`src/rtl/led_show_pkg.sv`:
```
// led_show_pkg: shared modes, states and pattern helpers for the LED show controller.
package led_show_pkg;
  typedef enum logic [1:0] {WALK, BOUNCE, FILL, BLINK} mode_e;
  typedef enum logic [1:0] {IDLE, RUN, SWITCH, PAUSE} state_e;
  localparam logic [7:0] BOUNCE_BOT = 8'h01;
  localparam logic [7:0] BOUNCE_TOP = 8'h80;
  function automatic logic [7:0] start_pattern(mode_e m);
    return (m == WALK || m == BOUNCE) ? 8'h01 : 8'h00;
  endfunction
  function automatic logic [7:0] next_pattern(mode_e m, logic [7:0] led, logic up);
    case (m)
      WALK:    return {led[6:0], led[7]};
      BOUNCE:  return up ? led << 1 : led >> 1;
      FILL:    return (led == 8'hff) ? 8'h00 : {led[6:0], 1'b1};
      default: return ~led;
    endcase
  endfunction
  // Bounce reverses on reaching either end; other modes carry the flag unused.
  function automatic logic next_dir(logic [7:0] nxt, logic up);
    return (nxt == BOUNCE_TOP) ? 1'b0 : (nxt == BOUNCE_BOT) ? 1'b1 : up;
  endfunction
endpackage

```
`src/rtl/led_step_timer.sv`:
```
// led_step_timer: prescaled step counter; tick flags the terminal count of the period.
module led_step_timer #(
  parameter int CNT_W = 24
) (
  input  logic             clk,
  input  logic             reset,
  input  logic             en,
  input  logic             clr,
  input  logic [CNT_W-1:0] period,
  output logic             tick
);
  logic [CNT_W-1:0] cnt_q, cnt_d;
  always_comb begin
    tick = cnt_q == period - CNT_W'(1);
    cnt_d = clr ? '0 : !en ? cnt_q : tick ? '0 : cnt_q + CNT_W'(1);
  end
  always_ff @(posedge clk) begin
    if (reset) cnt_q <= '0;
    else cnt_q <= cnt_d;
  end
endmodule

```
`src/rtl/led_show_controller.sv`:
```
// led_show_controller: sequences the 8-bit LED bank through four patterns, switching
// to a newly offered config only at a pattern boundary.
module led_show_controller
  import led_show_pkg::*;
#(
  parameter int               CNT_W      = 24,
  parameter logic [CNT_W-1:0] BASE_COUNT = 24'd10_000_000
) (
  input  logic       clk,
  input  logic       reset,
  input  logic       run,
  input  logic       stop,
  input  logic       cfg_valid,
  input  logic [1:0] cfg_mode,
  input  logic [2:0] cfg_speed,
  output logic       cfg_ready,
  output logic [7:0] led_out,
  output logic       step,
  output logic       boundary,
  output logic [1:0] state_o
);
  state_e state_q, state_d;
  mode_e mode_q, mode_d, pmode_q, pmode_d;
  logic [2:0] speed_q, speed_d, pspeed_q, pspeed_d;
  logic pend_q, pend_d, dir_q, dir_d, step_q, step_d, bnd_q, bnd_d;
  logic [7:0] led_q, led_d, nxt;
  logic [CNT_W-1:0] shifted, period;
  logic en, clr, tick, acc;
  led_step_timer #(.CNT_W(CNT_W)) u_timer (
    .clk(clk), .reset(reset), .en(en), .clr(clr), .period(period), .tick(tick)
  );
  always_comb begin
    shifted = BASE_COUNT >> speed_q;
    period = (shifted == '0) ? CNT_W'(1) : shifted;
    state_d = state_q;
    mode_d = mode_q;
    speed_d = speed_q;
    pmode_d = pmode_q;
    pspeed_d = pspeed_q;
    pend_d = pend_q;
    led_d = led_q;
    dir_d = dir_q;
    step_d = 1'b0;
    bnd_d = 1'b0;
    en = 1'b0;
    clr = 1'b0;
    acc = cfg_valid && !pend_q;
    nxt = next_pattern(mode_q, led_q, dir_q);
    if (stop) begin
      state_d = IDLE;
      led_d = 8'h00;
      pend_d = 1'b0;
      dir_d = 1'b1;
      clr = 1'b1;
    end else if (state_q == IDLE) begin
      clr = 1'b1;
      if (acc) begin
        mode_d = mode_e'(cfg_mode);
        speed_d = cfg_speed;
      end
      if (run) begin
        state_d = RUN;
        led_d = start_pattern(acc ? mode_e'(cfg_mode) : mode_q);
        dir_d = 1'b1;
      end
    end else if (!run) begin
      state_d = PAUSE;
      if (acc) begin
        mode_d = mode_e'(cfg_mode);
        speed_d = cfg_speed;
        led_d = start_pattern(mode_e'(cfg_mode));
        dir_d = 1'b1;
        clr = 1'b1;
      end
    end else begin
      en = 1'b1;
      if (tick) begin
        step_d = 1'b1;
        bnd_d = nxt == start_pattern(mode_q);
        led_d = nxt;
        dir_d = next_dir(nxt, dir_q);
        // A pending config lands exactly where the old pattern would restart.
        if (pend_q && bnd_d) begin
          mode_d = pmode_q;
          speed_d = pspeed_q;
          pend_d = 1'b0;
          led_d = start_pattern(pmode_q);
          dir_d = 1'b1;
        end
      end
      if (acc) begin
        pend_d = 1'b1;
        pmode_d = mode_e'(cfg_mode);
        pspeed_d = cfg_speed;
      end
      state_d = pend_d ? SWITCH : RUN;
    end
  end
  always_ff @(posedge clk) begin
    if (reset) begin
      state_q <= IDLE;
      mode_q <= WALK;
      speed_q <= '0;
      pmode_q <= WALK;
      pspeed_q <= '0;
      pend_q <= 1'b0;
      led_q <= 8'h00;
      dir_q <= 1'b1;
      step_q <= 1'b0;
      bnd_q <= 1'b0;
    end else begin
      state_q <= state_d;
      mode_q <= mode_d;
      speed_q <= speed_d;
      pmode_q <= pmode_d;
      pspeed_q <= pspeed_d;
      pend_q <= pend_d;
      led_q <= led_d;
      dir_q <= dir_d;
      step_q <= step_d;
      bnd_q <= bnd_d;
    end
  end
  assign cfg_ready = !pend_q;
  assign led_out = led_q;
  assign step = step_q;
  assign boundary = bnd_q;
  assign state_o = state_q;
endmodule

```
`config.mk`:
```
export PLATFORM = sky130hd
export DESIGN_NAME = led_show_controller
export DESIGN_NICKNAME = d
export VERILOG_FILES = /design/src/rtl/led_show_pkg.sv /design/src/rtl/led_step_timer.sv /design/src/rtl/led_show_controller.sv
export SDC_FILE = /design/constraint.sdc
export NUM_CORES = 1
export LEC_CHECK = 0
export BUFFER_PORTS_ARGS = -buffer_cell sky130_fd_sc_hd__buf_2
export CAP_MARGIN = 20
export CELL_PAD_IN_SITES_DETAIL_PLACEMENT = 2
export CELL_PAD_IN_SITES_GLOBAL_PLACEMENT = 2
export CORE_ASPECT_RATIO = 0.5
export CORE_MARGIN = 10
export CORE_UTILIZATION = 33
export DETAILED_ROUTE_END_ITERATION = 10
export PLACE_DENSITY_LB_ADDON = 0.1
export SYNTH_ARGS = -nofsm -noshare
export SYNTH_HDL_FRONTEND = slang
export SYNTH_SLANG_ARGS = --single-unit
```
`constraint.sdc`:
```
create_clock -name clk -period 2.9 [get_ports clk]
set_input_delay 0.29 -clock clk [delete_from_list [all_inputs] [get_ports clk]]
set_output_delay 0.29 -clock clk [all_outputs]
set_load 0.03 [all_outputs]
```
Word level (Yosys, flattened, before mapping):

Index checks and enable logic that the tools add are counted.

* register bits: 48
* bits of input ports: 10
* output and inout bits: 13
* logic and storage cells: 107

* add/subtract/negate cells: 2
* eq/ne operators: 14
* shift-type cells: 1
* muxes and demuxes: 51
* bitwise logic cells: 5
* reduce and logical (&&, ||, !) cells: 23

Operators by type and width (number)
* $mux W8: 8
* $mux W24: 2
* $mux W1: 26
* $add A24 B1 Y24 const B: 1
* $eq A24 B24 Y1: 1
* $logic_not A24 Y1: 1
* $pmux W8 S3: 1
* $shr A24 B3 Y24 const A: 1
* $sub A24 B1 Y24 const B: 1
* $mux W2: 9
* $eq A8 B8 Y1 const B: 2
* $mux W3: 5
* $logic_not A2 Y1: 5
* $eq A2 B1 Y1 const B: 4
* $eq A8 B1 Y1: 1
* $eq A8 B1 Y1 const B: 1
* $not A8 Y8: 1
* $reduce_and A4 Y1: 2
* $ne A3 B1 Y1 const B: 2
* $reduce_and A3 Y1: 2
* $ne A5 B1 Y1 const B: 1
* $reduce_or A5 Y1: 1
* $logic_or A1 B1 Y1: 4
* $not A1 Y1: 4
* other kinds (8): 10

Depth between registers and ports, before layout:

Gate-level depths: netlist of the first run.

* word-level depth: 14
* gate-level depth with buffers: 15
* mapped depth without buffers: 12

Modules after synthesis:

Synthesis of the first run repeated with hierarchy kept, for this count alone.

* cell total of the unflattened synthesis: 528
* area, all modules: 4047.6 µm²

Modules (own cells, without submodules)
* led_step_timer: times used 1, cells an instance 258, area each 2052.0 µm², seq. area each 480.5 µm²
* led_show_controller: times used 1, cells an instance 270, area each 1995.7 µm², seq. area each 480.5 µm²

Worst setup path before layout of the first run:

OpenSTA, ideal clock, no wires.

* kind: register to register
* start: register speed_q[0]
* end: register speed_q[1]
* library setup time: 118 ps
* arrival: 2943 ps
* data required time: 2782 ps
* slack: -161 ps
* cell stages (with the launch flop): 16
* buffers on the path: 3
* period minus slack after synthesis: 3061 ps
* cells stage by stage: dfxtp_1 > buf_2 > inv_1 > ha_1 > buf_2 > nand2_1 > ha_1 > or4b_1 > o31ai_2 > nand3_1 > xnor2_1 > o311a_2 > nand4_4 > o22a_1 > buf_6 > mux2i_1

* word-level cells in the longest chain between the ends: 7

RTL lines
* start, declared: line led_show_controller.sv:24 `logic [2:0] speed_q, speed_d, pspeed_q, pspeed_d;`
* start signal, assigned: line led_show_controller.sv:114 `speed_q <= speed_d;`
* $shr A24 B3 Y24 (*): line led_show_controller.sv:33 `shifted = BASE_COUNT >> speed_q;`
* $logic_not A24 Y1: line led_show_controller.sv:34 `period = (shifted == '0) ? CNT_W'(1) : shifted;`
* $mux W24 (*): line led_show_controller.sv:34
* $sub A24 B1 Y24 (*): line led_step_timer.sv:14 `tick = cnt_q == period - CNT_W'(1);`
* $eq A24 B24 Y1 (*): line led_step_timer.sv:14
* $ne A3 B1 Y1 (no line) (*)
* $reduce_and A3 Y1 (no line) (*)

Mark *: on every way between the ends. The rest lies on a longest branch, timed or not.
A chain may end at the register's enable or synchronous reset.

Final worst setup path of the first run:

* start: register speed_q[0]
* end: register led_q[1] (netlist: led_out[1])

* word-level cells in the longest chain between the ends: 7

RTL lines
* $shr A24 B3 Y24 (*): line led_show_controller.sv:33
* $logic_not A24 Y1: line led_show_controller.sv:34
* $mux W24 (*): line led_show_controller.sv:34
* $sub A24 B1 Y24 (*): line led_step_timer.sv:14
* $eq A24 B24 Y1 (*): line led_step_timer.sv:14
* $ne A3 B1 Y1 (no line) (*)
* $reduce_and A3 Y1 (no line) (*)
* end signal, assigned: line led_show_controller.sv:118 `led_q <= led_d;`
* end, declared: line led_show_controller.sv:26 `logic [7:0] led_q, led_d, nxt;`

Marked as above.

==> results of run 1 <==
[synth_stat cells, types with 3 or more instances]
cell       count  share of area [%]
a211o_1        5                1.2
a21boi_0       4               0.82
a21o_1         3               0.61
a21oi_1       17                2.3
a2bb2oi_1      3               0.72
and2_1         4               0.68
and3_1        11                1.9
and4_1         4               0.96
buf_2         11                1.5
buf_4          3               0.61
clkbuf_1      10                1.0
dfxtp_1       48                 26
ha_1          10                3.4
inv_1         17                1.7
mux2i_1       19                5.2
nand2_1       46                4.7
nand2b_1      13                2.2
nand3_1       20                2.7
nand4_1        5               0.85
nor2_1        48                4.9
nor2b_1        4               0.68
nor3_1         7               0.96
nor3b_1        4               0.82
o21a_1         4               0.82
o21ai_0       21                2.9
o22ai_1        6                1.0
o31ai_1        7                1.4
or2_2          8                1.4
or4b_1         4                1.1
xnor2_1       20                4.8
xor2_1        19                4.5
[worst max path at each step]
stage                     cells after the start  slack (ps)          to
after floorplan                              15           7  speed_q[0]
after global placement                       13         -40   mode_q[0]
after detailed placement                     13        -130  speed_q[1]
after CTS                                    13           8  led_out[7]
after global routing                         13         -80  led_out[5]
final                                        12          30  led_out[1]
[cells in the final DEF, fill, tap and decap left out, types with 7 or more instances in the layout]
cell type  Yosys  final
buf_2         11     22
dfxtp_1       48     46
nand2_1       46     44
and3_1        11     10
mux2i_1       19     19
a21oi_1       17     15
or2_2          8      8
nor2_1        48     47
nand3_1       20     18
inv_1         17     16
buf_4          3     31
nor3_1         7      7
xor2_1        19     18
o21ai_0       21     17
nand2b_1      13     12
xnor2_1       20     19
[registers in the layout, summed over array words and instances, names as in the netlist]
signal and count:
boundary 1, pspeed_q 3, led_out 8, pmode_q 2, dir_q 1, pend_q 1, u_timer.cnt_q 24, step 1
state_o 2, mode_q 2, speed_q 3
[per-layer routing]
| layer | vias up | track usage (%) | share of wire (%) |
|---|---|---|---|
| li1 | 1739 | - | - |
| met3 | 10 | 3.44 | 2.4 |
| met2 | 36 | 31.1 | 52 |
| met5 | - | 0 | 0 |
| met4 | 0 | 3.57 | 0.84 |
| met1 | 1853 | 18.3 | 45 |
[cells by family (layout without fill, tap and decap cells)]
logic type	count (synthesis)	count (layout)
muxes	19	19
AOI/OAI and AO/OA	99	99
buffers and inverters	43	85
adders and majority gates	10	10
DFF	48	48
and+or+nand+nor	206	206
xor gates and xnor gates	39	39
[timing repair]
action | CTS | global route
resized for setup | 19 | 28
setup endpoints to repair | 39 | 42
setup buffers | 3 | 4
endpoints found under the hold margin | 0 | 0
pin swaps | 9 | 14
[stage by stage]
step                setup slack (ps)  setup TNS, ps  power (W)
floorplan                       6.53              0   0.000918
finish                          33.4              0    0.00171
global placement               -40.4           -222    0.00101
CTS                             8.18              0    0.00169
global route                   -83.9          -1170    0.00178
detailed placement              -134          -1370    0.00102
[power groups by stage]
| stage | Sequential [W] | Clock [W] | Combinational, W |
|---|---|---|---|
| 2_1_floorplan | 0.000695 | 0 | 0.000223 |
| 3_3_place_gp | 0.000692 | 0 | 0.000314 |
| 3_5_place_dp | 0.000693 | 0 | 0.000329 |
| 4_1_cts | 0.000678 | 0.000654 | 0.000360 |
| 5_1_grt | 0.000681 | 0.000680 | 0.000422 |
| 6_report | 0.000679 | 0.000639 | 0.000388 |
[worst register-to-register path, cell delays in order, from the launching register on]
cell and delay, ps:
dfxtp_4 360, buf_4 170, ha_4 180, buf_4 160, o31a_1 270, o21ai_1 210, xnor2_1 200, nand4_1 180
nor4_4 410, buf_4 180, a21o_1 170, a21oi_2 80, a41o_1 190
[final cells by class]
type	count	area (um^2)	share of cell area [%]
multi-input combinational	373	2710	59.9
sequential	48	966	21.3
timing repair buffer	60	448	9.90
tap	145	181	4.01
clock buffer	6	139	3.07
inverter	17	66.3	1.47
clock inverter	2	13.8	0.304
==> results.toml, run 1 <==
[logic_synthesis]
synth_area_um2 = 3660
postSynthAreaPerCell_um2 = 7.89
async_reset_ff_share_pct = 0
ys.flop_type = "dfxtp_1"
yosys.area_share.simple_pct = 31.3
synth_compound_area_share_pct = 19.3
synth.area.mux_share_pct = 5.19
synth_edf_count = 0
synth_nets = 484
synthDistinctLibCells = 73
synth_fa_ha_area_share_pct = 3.42
ys_seq_elements = 48
ys_warn_count = 0
yosysSeqAreaShare_pct = 26.2
synth_top_family_by_area = "simple AND/OR/NAND/NOR gates"
synthXorXnorAreaFrac_pct = 9.33
syn_inst = 464

[final_layout]
drive_gt1_share_pct = 23.7
syn2layout_area_growth_pct = 23.6
layout.cells.non_filler = 651
nets = 525
n_antenna_cell = 0
stdcell_area_um2 = 4530
fill_cells = 1238
finalCoreUtilization_pct = 41.5

[setup_path]
r2r-end = "led_out[1]"
timing_worst_setup_path_type = "reg2reg"
critPathMaxStageDelay_ps = 410
r2r_slack_ps = 30
rr_startpoint = "speed_q[0]"
required_ps = 3100
crit_path_end_kind = "flop"
path_buf_inv = 3
start_kind = "flop"
crit_path_frequent_cell = "buf_4"
cp_cell_sequence = "buf_4 -> ha_4 -> buf_4 -> o31a_1 -> o21ai_1 -> xnor2_1 -> nand4_1 -> nor4_4 -> buf_4 -> a21o_1 -> a21oi_2 -> a41o_1"
path_delay_family = "compound AO/OA/AOI/OAI gates"
worst_path_max_delay_cell = "nor4_4"
critPathMaxFanout = 6
arrival_ps = 3060
r2r_cells = 12
crit_start = "speed_q[0]"

[global_route]
antenna_found_initial = 0
grtUsageTotal_pct = 16.2
grt_pass1_wl_um = 21100
grt_overflow_total = 0
grt_max_degree = 41
grt_pass1_vias = 3987

[die]
io_pins = 23
rows = 27
die_h_um = 94.5
dieArea_um2 = 16000
initial_core_util_pct = 33.6
core-area_um2 = 10900
die_w_um = 169

[drt]
via_per_inst = 5.59
dr.pass1.iters = 4
drtIter0Drc = 223
drtAntennaViolNets = 0
routedWlPerCell_um = 20.5
vias = 3638
drt-total-wl_um = 13300
drc_errors = 0

[placement]
dpl.cell_count = 636
gp_congestion = 0.893
dp_hpwl_um = 9760
io_buffers = 22
placed_area_um2 = 4090

[sta]
hold_ws_ps = 248
fmax_mhz = 349
fin_crit_ps = 2870
relSlewSlack_pct = 60.3
max_slew.worst_pin.slew_ps = 594
fin_crit_sh_pct = 98.8
finalSetupViolations = 0
rsz0062_at_grt = "true"
fin_skew_ps = 6.16
slew_viol_final = 0
hold_viol_final = 0

[power_and_ir_drop]
switching_share_pct = 30.7
switching_power_w = 0.000523
p_per_area_nw_per_um2 = 377
power_leakage_nw = 1.71
seqPwrFrac_pct = 39.8
ir_drop_v = 0.000161
p_comb_share_pct = 22.7
p_int_w = 0.00118
p_clk_share_pct = 37.5

[clock_tree]
htree_levels = 2
holdBufCountCts = 0
cts_tree = "yes"
clk_pin_slew_ps = 70
cts_sinks = 48
cts-root-buf = "clkbuf_16"
cts_buffer_depth = 2
cts_made_buffers = 5
clkLatencyLatePin_ps = 300

[status]
status = "complete, no violations"

[run]
drv_cap = 0

[hold_path]
worstHoldStart = "cfg_mode[0]"
hold_depth = 3
holdPathEnd = "pmode_q[0]"
worst_hold_path_type = "in2reg"
Note: power is estimated with default switching activity, not from simulation.
==> run 2, diff against run 1 <==
--- a/config.mk
+++ b/config.mk
@@ -5,13 +5,15 @@
 export SDC_FILE = /design/constraint.sdc
 export NUM_CORES = 1
 export LEC_CHECK = 0
+export ABC_AREA = 1
 export BUFFER_PORTS_ARGS = -buffer_cell sky130_fd_sc_hd__buf_2
 export CAP_MARGIN = 20
 export CELL_PAD_IN_SITES_DETAIL_PLACEMENT = 2
 export CELL_PAD_IN_SITES_GLOBAL_PLACEMENT = 2
 export CORE_ASPECT_RATIO = 0.5
 export CORE_MARGIN = 10
-export CORE_UTILIZATION = 33
+export CORE_UTILIZATION = 30
+export CTS_CLUSTER_DIAMETER = 200
 export DETAILED_ROUTE_END_ITERATION = 10
 export PLACE_DENSITY_LB_ADDON = 0.1
 export SYNTH_ARGS = -nofsm -noshare
==> run 2 against run 1 <==
Wire length rose by 14%. Largest cell class unchanged. Largest power group unchanged. Worst hold slack worse by 10 ps. Total power up 5.5%. Synthesized cell count is 33% higher.
==> results.toml, run 2 <==
[clock_tree]
cts_made_buffers = 5
clkLatencyLatePin_ps = 300
clk_pin_slew_ps = 70
cts-root-buf = "clkbuf_16"
cts_sinks = 48
htree_levels = 2
cts_buffer_depth = 2
holdBufCountCts = 0
cts_tree = "yes"

[global_route]
grt_overflow_total = 0
grtUsageTotal_pct = 16.8
grt_pass1_wl_um = 23700
grt_max_degree = 22
grt_pass1_vias = 4308
antenna_found_initial = 0

[logic_synthesis]
syn_inst = 617
yosys-top-cells-count = "nand2_1, nor2_1, inv_1"
synth_nets = 637
synth.most_common_cell = "nand2_1"
yosysSeqAreaShare_pct = 25.8
ys_warn_count = 0
synth_top_area_share_pct = 25.8
synthDistinctLibCells = 34
synth_edf_count = 0
postSynthAreaPerCell_um2 = 6.02
async_reset_ff_share_pct = 0
yosysTopAreaCell = "dfxtp_1"
yosys-top-cells-area = "dfxtp_1, nand2_1, nand3_1"
synth_area_um2 = 3720
ys_seq_elements = 48
ys.flop_type = "dfxtp_1"

[die]
core-area_um2 = 11900
initial_core_util_pct = 31.1
die_w_um = 177
dieArea_um2 = 17500
rows = 28
io_pins = 23
die_h_um = 98.7

[placement]
dp_hpwl_um = 11800
io_buffers = 22
dp_slack_ps = -60.4
placed_area_um2 = 4200
gp_congestion = 0.868

[power_and_ir_drop]
power_leakage_nw = 2.08
ir_drop_v = 0.000162
p_per_area_nw_per_um2 = 392
power_w = 0.00180

[setup_path]
r2r_slack_ps = 150
worst_path_max_delay_cell = "dfxtp_4"
r2r_cells = 19
cp_cell_sequence = "inv_2 -> ha_2 -> nand2_2 -> buf_4 -> inv_1 -> nor2_2 -> nor2_2 -> nand3_1 -> nor2_1 -> nand2_1 -> nand2_1 -> nand4_1 -> nor2_4 -> nand3_4 -> nand2_4 -> buf_12 -> nand2_1 -> nand2_1 -> a21oi_1"
start_kind = "flop"
critPathMaxFanout = 11
timing_worst_setup_path_type = "reg2reg"
crit_path_end_kind = "flop"
arrival_ps = 2920
crit_path_frequent_cell = "nand2_1"
critPathMaxStageDelay_ps = 360
required_ps = 3070

[drt]
vias = 4204
dr.pass1.iters = 4
drt-total-wl_um = 15200
drtIter0Drc = 207
via_per_inst = 5.01
drtAntennaViolNets = 0
drc_errors = 0
routedWlPerCell_um = 18.1

[sta]
relSlewSlack_pct = 67.8
fin_skew_ps = 6.45
fmax_mhz = 363
setup_ws_ps = 149
slew_viol_final = 0
finalSetupViolations = 0
fin_crit_ps = 2750
max_slew.worst_pin.slew_ps = 481
fin_crit_sh_pct = 94.9
finalSetupTns_ps = 0
hold_viol_final = 0
rsz0062_at_grt = "true"

[hold_path]
worst_hold_path_type = "in2reg"
hold_depth = 2

[run]
drv_cap = 0

[final_layout]
syn2layout_area_growth_pct = 23.5
final_cell_mix = "nand2_1, inv_1, nor2_1"
n_antenna_cell = 0
largest_register_ffs = 24
register_area_um2 = 970
multi_input_area_um2 = 2520
fill_cells = 1495
stdcell_area_um2 = 4590
nets = 693
drive_gt1_share_pct = 19.1
largest-register = "u_timer.cnt_q"
final_common_cell = "nand2_1"

[status]
status = "complete, no violations"
## run 2: report_power, final
group,total [W],internal (W),switching (W)
clock network,0.000619,0.000345,0.000275
logic,0.000490,0.000164,0.000326
registers,0.000689,0.000672,0.0000164
## run 2: stage by stage
stage	std cells	util [%]	hold slack (ps)
finish	839	38.4	238
global route	839	38.4	239
CTS	831	36.6	227
detailed placement	822	35.2	468
global placement	822	35.2	456
floorplan	617	-	384
## run 2: path summary, 6_finish.rpt
path,startpoint,to
setup / recovery,speed_q[0],speed_q[2]
hold / removal,run,state_o[1]
setup reg to reg,speed_q[0],speed_q[2]
hold reg to reg,pspeed_q[0],pspeed_q[0]
## run 2: layout make-up
cell class | instances | area share (%)
clock buffer | 7 | 3.11
clock inverter | 1 | 0.163
inverter | 77 | 6.29
multi-input combinational | 480 | 54.9
sequential | 48 | 21.1
tap | 165 | 4.50
timing repair buffer | 61 | 9.97
## run 2: routing by layer
layer,wire [um],part of all wire [%],global-route usage [%]
met4,182,1.2,2.74
met3,377,2.5,2.82
met1,7590,50,23.0
met5,0,0,0
met2,7070,46,27.3
## run 2: critical path: cells and delay by family, from the launching register on
family | cells | cell delay (ps)
simple gates | 13 | 1520
buf+inv | 4 | 490
flops | 1 | 360
compound gates | 1 | 60
fa+ha+maj | 1 | 200
## run 2: repair_timing
item	in CTS	in global routing
buffers inserted	1	7
gates cloned	0	1
endpoints found under the setup margin	30	42
pin swaps	1	9
gates resized for setup	4	38
## run 2: logic make-up after synthesis
logic type | Yosys count | share of synthesized area (%)
AOI/OAI and AO/OA | 76 | 10.9
buffers and inverters | 89 | 9.93
adders and majority gates | 10 | 3.37
DFF | 48 | 25.8
and+or+nand+nor | 369 | 44.1
xor gates and xnor gates | 25 | 5.89
==> run 3, diff against run 2 <==
--- a/config.mk
+++ b/config.mk
@@ -7,7 +7,7 @@
 export LEC_CHECK = 0
 export ABC_AREA = 1
 export BUFFER_PORTS_ARGS = -buffer_cell sky130_fd_sc_hd__buf_2
-export CAP_MARGIN = 20
+export CAP_MARGIN = 30
 export CELL_PAD_IN_SITES_DETAIL_PLACEMENT = 2
 export CELL_PAD_IN_SITES_GLOBAL_PLACEMENT = 2
 export CORE_ASPECT_RATIO = 0.5
@@ -15,7 +15,7 @@
 export CORE_UTILIZATION = 30
 export CTS_CLUSTER_DIAMETER = 200
 export DETAILED_ROUTE_END_ITERATION = 10
-export PLACE_DENSITY_LB_ADDON = 0.1
+export PLACE_DENSITY_LB_ADDON = 0.05
 export SYNTH_ARGS = -nofsm -noshare
 export SYNTH_HDL_FRONTEND = slang
 export SYNTH_SLANG_ARGS = --single-unit
==> run 3 against run 2 <==
Global-route usage increased by 0.37 points. Via count rose by 0.45%. Critical path depth is 3 lower. Worst setup slack improved by 54 ps. Die area unchanged. Clock-buffer cell count unchanged. Largest cell class unchanged.
==> results.toml, run 3 (synthesized netlist as in run 2, its figures left out) <==
[drt]
routedWlPerCell_um = 18.2
dr.pass1.iters = 4
vias = 4223
drt-total-wl_um = 15200
drtIter0Drc = 184
via_per_inst = 5.07
drtAntennaViolNets = 0
drc_errors = 0

[power_and_ir_drop]
switching_power_w = 0.000644
p_int_w = 0.00117
p_per_area_nw_per_um2 = 400
switching_share_pct = 35.5
power_w = 0.00181
p_clk_share_pct = 36.0
seqPwrFrac_pct = 38.1
p_comb_share_pct = 25.9
power_leakage_nw = 2.04
ir_drop_v = 0.000213

[final_layout]
final_common_cell = "nand2_1"
syn2layout_area_growth_pct = 21.9
n_antenna_cell = 0
final_cell_mix = "nand2_1, inv_1, nor2_1"
stdcell_area_um2 = 4530
layout.cells.non_filler = 833
largest_register_ffs = 24
drive_gt1_share_pct = 18.0
nets = 687
largest-register = "u_timer.cnt_q"

[sta]
fmax_mhz = 371
finalSetupViolations = 0
slew_viol_final = 0
max_slew.worst_pin.slew_ps = 467
fin_skew_ps = 13.2
fin_crit_ps = 2700
fin_crit_sh_pct = 93.0
hold_viol_final = 0
relSlewSlack_pct = 68.7
hold_ws_ps = 240

[clock_tree]
cts_tree = "yes"
htree_levels = 2
cts_buffer_depth = 2
clk_pin_slew_ps = 80
cts_sinks = 48
cts_made_buffers = 5
holdBufCountCts = 0
cts-root-buf = "clkbuf_16"
clkLatencyLatePin_ps = 300

[placement]
dpl.cell_count = 819
io_buffers = 22
gp_congestion = 0.842
dp_hpwl_um = 11800
placed_area_um2 = 4180

[setup_path]
critPathMaxFanout = 11
timing_worst_setup_path_type = "reg2reg"
required_ps = 3100
crit_path_end_kind = "flop"
start_kind = "flop"
arrival_ps = 2890

[status]
status = "complete, no violations"

[global_route]
grtUsageTotal_pct = 17.1
grt_max_degree = 22
grt_pass1_wl_um = 24100
grt_overflow_total = 0
grt_pass1_vias = 4365
antenna_found_initial = 0

[die]
io_pins = 23
initial_core_util_pct = 31.1
core-area_um2 = 11900
dieArea_um2 = 17500
die_h_um = 98.7
rows = 28
die_w_um = 177

[hold_path]
worst_hold_path_type = "in2reg"

[run]
drv_cap = 0
==> run 3: cell types whose count changed in the layout (fill, tap and decap cells not counted), sizes merged <==
cell	delta
buf	-6
==> run 3: worst max-delay path, cell delays in order (launching register included) <==
cell     delay [ps]
dfxtp_2         380
ha_2            220
nand2_2          90
ha_2            340
or2_2           100
nand4_1         110
nor2_2          130
nand2_2          80
nor2_4          130
nand3_2          90
nor3_4          220
nand3_4         150
nand2_4         140
buf_12          140
nand3_1          80
nor2_2          130
nor2_1           60
==> run 3: power by group through the flow <==
| stage | logic, W | clock network, W | registers [W] |
|---|---|---|---|
| after floorplan | 0.000288 | 0 | 0.000712 |
| after detailed placement | 0.000440 | 0 | 0.000704 |
| after global routing | 0.000529 | 0.000693 | 0.000693 |
| final | 0.000470 | 0.000654 | 0.000691 |
| after global placement | 0.000429 | 0 | 0.000703 |
| after CTS | 0.000447 | 0.000663 | 0.000690 |
==> run 3: worst paths after layout <==
kind / from / endpoint / slack (ps) / cells past startpoint
setup / recovery: speed_q[0] / led_out[0] / 200 / 16
hold / removal: cfg_speed[1] / pspeed_q[1] / 240 / 3
setup reg to reg: speed_q[0] / led_out[0] / 200 / 16
hold reg to reg: pmode_q[0] / pmode_q[0] / 480 / 2
==> run 3: through the flow <==
stage / TNS (ps) / setup WS (ps) / utilization, %
6_report: 0 / 202 / 37.9
5_1_grt: -629 / -78.5 / 37.9
4_1_cts: 0 / 8.16 / 36.5
3_5_place_dp: -405 / -64.4 / 35.0
3_3_place_gp: 0 / 115 / 35.0
2_1_floorplan: 0 / 274 / -
==> run 3: metal layers <==
layer / global-route usage, % / wire [um] / up-vias
li1: - / - / 2096
met1: 22.5 / 7450 / 2069
met2: 29.1 / 7220 / 45
met3: 2.97 / 357 / 13
met4: 2.99 / 157 / 0
met5: 0 / 0 / -
==> run 3: final cells by class <==
| type | instances | area [um^2] |
|---|---|---|
| clock buffers | 7 | 143 |
| clock inverters | 1 | 7.51 |
| fillers | 1523 | 7410 |
| inverters | 77 | 292 |
| multi-input cells | 480 | 2520 |
| flip-flops and latches | 48 | 968 |
| well taps | 165 | 206 |
| repair buffers | 55 | 400 |
==> run 3: timing repair <==
item | CTS | global route
setup endpoints to repair | 14 | 42
resized for setup | 6 | 35
buffers inserted | 2 | 3
gates cloned | 0 | 1
hold endpoints to repair | 0 | 0
pin swaps | 1 | 6
